### src/rtl/hamming_tx_encoder.sv
// hamming_tx_encoder
//   Transmit side of the Hamming(11,7) link. Accepts a 7-bit word on a
//   valid/ready handshake, encodes it into an 11-bit even-parity codeword
//   (optionally inverting one position), and serialises it onto a single,
//   idle-high wire as: start bit (0), cw[0]..cw[10], stop bit (1).
//   Every bit is held for BIT_CYCLES clocks.
// Ports
//   clk        system clock, rising edge
//   rst        asynchronous active-high reset
//   in_data    data word d[6:0]
//   in_valid   in_data/err_pos valid
//   in_ready   encoder can accept a word
//   err_pos    1..11 inverts codeword position err_pos; other values inject nothing
//   tx         serial line, idle high
//   busy       frame in progress
//   cw_out     last encoded codeword (after injection), for loopback
//   cw_valid   1-cycle pulse when cw_out updates
//   frame_done 1-cycle pulse in the last clock of the stop bit
module hamming_tx_encoder #(
  parameter int unsigned BIT_CYCLES = 4
) (
  input  logic        clk,
  input  logic        rst,
  input  logic [6:0]  in_data,
  input  logic        in_valid,
  output logic        in_ready,
  input  logic [3:0]  err_pos,
  output logic        tx,
  output logic        busy,
  output logic [10:0] cw_out,
  output logic        cw_valid,
  output logic        frame_done
);

  typedef enum logic [1:0] {StIdle, StStart, StData, StStop} state_e;

  // A 1-clock bit still needs a 1-bit counter to keep the vectors legal.
  localparam int unsigned CycW = (BIT_CYCLES > 1) ? $clog2(BIT_CYCLES) : 1;
  localparam logic [CycW-1:0] CycLast = CycW'(BIT_CYCLES - 1);

  state_e          state_q, state_d;
  logic [CycW-1:0] cyc_q, cyc_d;
  logic [3:0]      bit_q, bit_d;
  logic [10:0]     cw_q;
  logic            cw_valid_q;
  logic            ready_q;

  logic [10:0]     enc;
  logic [10:0]     inj;
  logic            accept;
  logic            cyc_last;

  // Codeword generation: data at positions 3,5,6,7,9,10,11; parity at 1,2,4,8.
  always_comb begin
    enc     = '0;
    enc[2]  = in_data[0];
    enc[4]  = in_data[1];
    enc[5]  = in_data[2];
    enc[6]  = in_data[3];
    enc[8]  = in_data[4];
    enc[9]  = in_data[5];
    enc[10] = in_data[6];
    enc[0]  = in_data[0] ^ in_data[1] ^ in_data[3] ^ in_data[4] ^ in_data[6];
    enc[1]  = in_data[0] ^ in_data[2] ^ in_data[3] ^ in_data[5] ^ in_data[6];
    enc[3]  = in_data[1] ^ in_data[2] ^ in_data[3];
    enc[7]  = in_data[4] ^ in_data[5] ^ in_data[6];
    inj     = '0;
    if ((err_pos != 4'd0) && (err_pos <= 4'd11)) begin
      inj = 11'd1 << (err_pos - 4'd1);
    end
  end

  // ready_q is only ever set while idle, so it alone qualifies acceptance.
  assign accept   = in_valid && ready_q;
  assign cyc_last = (cyc_q == CycLast);

  // State register
  always_ff @(posedge clk or posedge rst) begin
    if (rst) begin
      state_q    <= StIdle;
      cyc_q      <= '0;
      bit_q      <= '0;
      cw_q       <= '0;
      cw_valid_q <= 1'b0;
      ready_q    <= 1'b0;
    end else begin
      state_q    <= state_d;
      cyc_q      <= cyc_d;
      bit_q      <= bit_d;
      cw_valid_q <= accept;
      // Registered from the next state so ready appears one clock after reset
      // release and one clock after frame_done.
      ready_q    <= (state_d == StIdle);
      if (accept) begin
        cw_q <= enc ^ inj;
      end
    end
  end

  // Next-state logic
  always_comb begin
    state_d = state_q;
    cyc_d   = cyc_q;
    bit_d   = bit_q;
    unique case (state_q)
      StIdle: begin
        if (accept) begin
          state_d = StStart;
          cyc_d   = '0;
          bit_d   = '0;
        end
      end
      StStart: begin
        if (cyc_last) begin
          state_d = StData;
          cyc_d   = '0;
        end else begin
          cyc_d = cyc_q + CycW'(1);
        end
      end
      StData: begin
        if (cyc_last) begin
          cyc_d = '0;
          if (bit_q == 4'd10) begin
            state_d = StStop;
          end else begin
            bit_d = bit_q + 4'd1;
          end
        end else begin
          cyc_d = cyc_q + CycW'(1);
        end
      end
      StStop: begin
        if (cyc_last) begin
          state_d = StIdle;
          cyc_d   = '0;
        end else begin
          cyc_d = cyc_q + CycW'(1);
        end
      end
    endcase
  end

  // Outputs: tx decodes from state so an async reset forces the line high at once.
  always_comb begin
    tx         = 1'b1;
    frame_done = 1'b0;
    unique case (state_q)
      StIdle:  tx = 1'b1;
      StStart: tx = 1'b0;
      StData:  tx = cw_q[bit_q];
      StStop: begin
        tx         = 1'b1;
        frame_done = cyc_last;
      end
    endcase
  end

  assign busy     = (state_q != StIdle);
  assign in_ready = ready_q;
  assign cw_out   = cw_q;
  assign cw_valid = cw_valid_q;

endmodule

### config.mk
export PLATFORM = sky130hd
export DESIGN_NAME = hamming_tx_encoder
export DESIGN_NICKNAME = d
export VERILOG_FILES = /design/src/rtl/hamming_tx_encoder.sv
export SDC_FILE = /design/constraint.sdc
export NUM_CORES = 1
export LEC_CHECK = 0
export ABC_CLOCK_PERIOD_IN_PS = 4700
export CORE_MARGIN = 4
export CORE_UTILIZATION = 53
export DETAILED_ROUTE_END_ITERATION = 10
export GPL_ROUTABILITY_DRIVEN = 0
export GPL_TIMING_DRIVEN = 0
export PLACE_DENSITY = 0.87
export REMOVE_ABC_BUFFERS = 1
export SKIP_LAST_GASP = 1
export SYNTH_ARGS = -nofsm -noshare
export SYNTH_HDL_FRONTEND = slang
export SYNTH_SLANG_ARGS = --single-unit
### constraint.sdc
create_clock -name clk -period 4.7 [get_ports clk]
set_clock_uncertainty 0.1 [all_clocks]
set_input_delay 0.94 -clock clk [delete_from_list [all_inputs] [get_ports clk]]
set_output_delay 0.94 -clock clk [all_outputs]
set_load 0.02 [all_outputs]
After elaboration in Yosys (flattened, before gate mapping)
Cells that the tools add are included.
{ "word_totals": {"reg_bits": 21, "wordCells": 61} }
{ "classes": {"n_addsub": 3, "magnitude_cmp": 2, "n_eq_ne": 8, "shift": 1, "muxes": 18, "bitwise_logic": 13, "reduce_logical": 10} }
{ "op_table": {"columns": ["cell", "count"], "rows": [
  ["2-bit two-way mux", 7],
  ["4-bit two-way mux", 3],
  ["1-bit XOR", 12],
  ["11-bit two-way mux", 1],
  ["1-bit by 4-bit << shifter with 11-bit output, first input constant", 1],
  ["11-bit XOR", 1],
  ["2-bit one-hot mux with 4 select lines", 1],
  ["4-bit one-hot mux with 2 select lines", 1],
  ["2-bit equality test, second input constant", 3],
  ["2-bit inequality test, second input constant", 3],
  ["4-bit by 5-bit less-than comparator with 1-bit output, second input constant", 1],
  ["4-bit by 1-bit adder with 4-bit output, second input constant", 1],
  ["1-bit binary-select mux with 4-bit select", 1],
  ["4-bit equality test, second input constant", 1],
  ["4-bit less-or-equal comparator, second input constant", 1],
  ["2-bit logical NOT", 2],
  ["2-bit one-hot mux with 2 select lines", 1],
  ["4-bit AND reduction", 1],
  ["2-bit nonzero test", 2],
  ["4-bit nonzero test", 1],
  ["4-bit by 1-bit subtractor with 4-bit output, second input constant", 1],
  ["1-bit one-hot mux with 3 select lines", 1],
  ["3-bit OR reduction", 1],
  ["2-bit by 1-bit adder with 2-bit output, second input constant", 1],
  ["4 further kinds", 6]
]} }

Depth between registers and ports, before layout
{ "depth": {"word_depth": 5, "depth_mapped": 6} }

Least setup slack after synthesis
No wires, ideal clock.
{ "synth_path": {"path_type": "register to output", "startpoint": "register bit_q[1]", "endpoint": "output port tx", "arrival_time_ns": 1.532, "t_required_ns": 3.660, "path_slack_ns": 2.128, "stages_incl_launch_ff": 6, "path_cell_list": "dfrtp_1 > buf_6 > mux4_1 > mux2_2 > nand3b_1 > a31oi_1"} }
{ "synth_between": {"elab_chain_cells": 3} }
{ "synth_lines": {"columns": ["item", "line", "rtl"], "rows": [
  ["start, declared", "43", "logic [3:0] bit_q, bit_d;"],
  ["start signal, assigned", "89", "bit_q <= bit_d;"],
  ["1-bit binary-select mux with 4-bit select", "151", "StData: tx = cw_q[bit_q];"],
  ["1-bit two-way mux (implied by the code)", "151", null],
  ["1-bit one-hot mux with 3 select lines", "148", "unique case (state_q)"],
  ["end, declared", "28", "output logic tx,"]
]} }
No other way between the ends. The select of a mux whose other input is x is not followed.

Final worst setup path
Same ends and word-level chain as after synthesis.

==> run summary <==
Pins Over Slew Limit -> 0
Post-synth EDFFs -> 0
Postcts setup bufs -> 0
Reg clk slew, reported paths -> 0.12 ns
Die height -> 58.2 µm
Hold crit path type -> flop to flop
All-layer global routing usage -> 18.8%
Nets@finish -> 191
Top cell type's share of synthesized area -> 39.3%
PwrDens -> 194 mW/mm²
DRC Markers -> 0
Drt wl/cell -> 14.2 µm
CTS buffer count -> 3
Unique masters post-synth -> 32
Cell area after layout -> 0.00167 mm²
Yosys reg bits -> 21
Final Non-Filler Cells -> 197
Post-synth top cells -> dfrtp_1 (21), nand2_1 (21), o21ai_0 (15)
Placed cells -> 193
Worst setup EP type -> primary output
Area Overhead vs Synth -> 24.9%
Period utilisation layout -> 74.5%
Max-cap violations -> 0
DRT iter0 DRCs -> 37
TritonRoute pass-1 iters -> 4
Asr flop ratio synth -> 100%
Remaining global-route overflow -> 0
Seq/Total Area, Yosys -> 39.3%
Initial core utilization -> 58.2%
Total number of vias -> 1118
Final worst slack -> 1.20 ns
Core area -> 0.00230 mm²
Worst-Margin Slew -> 0.798 ns
Post-synth top area cell -> dfrtp_1
Achievable frequency -> 0.286 GHz
Largest net degree at the start of global routing -> 26
Peak VDD IR -> 0.158 mV
Setup TNS Final -> 0 ns
Hold_buf cts -> 0
CP Class -> flop to primary output
Initial antenna violation count -> 0
Crit path time final -> 3.50 ns
Share of layout cells above drive strength 1 -> 2.96%
DR vias/cell -> 5.68
Slew Limit Headroom -> 46.7%
Synth warnings -> 0
Syn Area/Cell -> 9.61 µm²
ANT cells -> 0
Worst-Skew Late Latency -> 0.31 ns
Status -> finished, final reports clean
First-pass GRT wire length -> 4860 µm
Vias in the first global route -> 1138
Number of clock sinks -> 21
Worst Path Required -> 3.66 ns
Post-synthesis instance total -> 139
CTS H-tree depth -> 1
Final WL -> 2810 µm
Die W -> 58.2 µm
Root buffer cell -> clkbuf_4
Type of origin of the critical path -> flop
Post-DRT Antenna Nets -> 0
Num rows -> 17
Critical path peak fanout -> 8
I/O Buffers -> 29
Clock buffer depth -> 2
RSZ-0062 raised after global routing -> false
Count of final setup violators -> 0
Dominant cells by area after synthesis -> dfrtp_1 (39%), xnor2_1 (9.2%), ha_1 (6.6%)
Die area -> 0.00339 mm²
Post-DP HPWL -> 2230 µm
Top_reg_cell synth -> dfrtp_1
Post_cts resized -> 0
Post-DP Area -> 0.00164 mm²
WP data arrival -> 2.46 ns
Synthesized cell area -> 0.00134 mm²
Num ports -> 30
Dpl ws -> 1.55 ns
Final Hold Vio Count -> 0
Pleak -> 0.731 nW
CTS tree -> yes
## cells by family (layout without fill, tap and decap cells)
kind of cell,Yosys count,in the layout,synth area share [%]
AOI/OAI and AO/OA,27,27,11.9
xor gates and xnor gates,21,21,13.8
adders and majority gates,7,7,6.55
buffers and inverters,9,39,3.09
DFF,21,21,39.3
muxes,6,6,7.02
and+or+nand+nor,48,48,18.4
## layout by cell type (no fill, tap or decap), drive strengths merged
master / n
o211a: 1
a21boi: 1
dfrtp: 21
mux4: 2
a31oi: 1
nor3: 3
nand2b: 4
a21oi: 3
o21ba: 1
clkbuf: 4
o22ai: 3
o21ai: 15
nand3b: 2
nand4b: 1
and2: 1
nand4: 1
nor2: 8
xor2: 7
ha: 7
inv: 6
nor4b: 2
clkdlybuf4s50: 29
mux2: 1
xnor2: 14
nor2b: 1
o31ai: 1
nand2: 21
and4b: 2
nor4bb: 1
o2bb2ai: 1
mux2i: 3
or3: 1
## power breakdown
group | internal [W] | leakage, nW | switching, W
Sequential | 0.000182 | 0.281 | 0
Clock | 0.0000331 | 0.0150 | 0.0000544
Combinational | 0.0000268 | 0.435 | 0.0000275
Total | 0.000242 | 0.731 | 0.0000819
## path summary, 6_finish.rpt
check	from	end	slack [ns]	depth (start not counted)
setup / recovery	bit_q[1]$_DFFE_PP0P_	tx	1.20	5
hold / removal	cw_out[7]$_DFFE_PP0P_	cw_out[7]$_DFFE_PP0P_	0.41	2
setup reg to reg	state_q[1]$_DFF_PP0_	bit_q[3]$_DFFE_PP0P_	2.68	6
hold reg to reg	cw_out[7]$_DFFE_PP0P_	cw_out[7]$_DFFE_PP0P_	0.41	2
max in group asynchronous	rst	cw_valid$_DFF_PP0_	3.03	2
min in group asynchronous	rst	cw_out[6]$_DFFE_PP0P_	0.97	2
## worst max-delay path, stage by stage, from the launching register on
cell and delay [ns]:
dfrtp_1 0.55, mux4_1 0.61, mux2_2 0.28, nand3b_1 0.08, a31oi_1 0.09, clkdlybuf4s50_1 0.54
## metrics by stage
| stage | utilization (%) | hold WS (ns) | total power, W |
|---|---|---|---|
| after floorplan | - | 0.363 | 0.000218 |
| after global placement | 71.5 | 0.381 | 0.000238 |
| after detailed placement | 71.5 | 0.388 | 0.000240 |
| after CTS | 72.7 | 0.412 | 0.000328 |
| after global routing | 72.7 | 0.444 | 0.000343 |
| final | 72.7 | 0.408 | 0.000324 |
## layer usage
metal	track usage, %	share of wire [%]
met5	0	0
met4	8.28	2.0
met3	3.34	3.5
met2	36.3	54
met1	19.4	40
## registers in the layout, indices dropped and copies added, names as in the netlist
| register | count |
|---|---|
| bit_q | 4 |
| state_q | 2 |
| cw_valid | 1 |
| cw_out | 11 |
| cyc_q | 2 |
| in_ready | 1 |
## layout make-up
cell class / instances / area, µm²
timing repair buffer: 29 / 290
multi-input combinational: 109 / 769
sequential: 21 / 526
clock buffer: 4 / 26.3
fill: 172 / 628
inverter: 6 / 22.5
tap: 28 / 35.0
No activity file was read; power rests on OpenSTA's default activity.
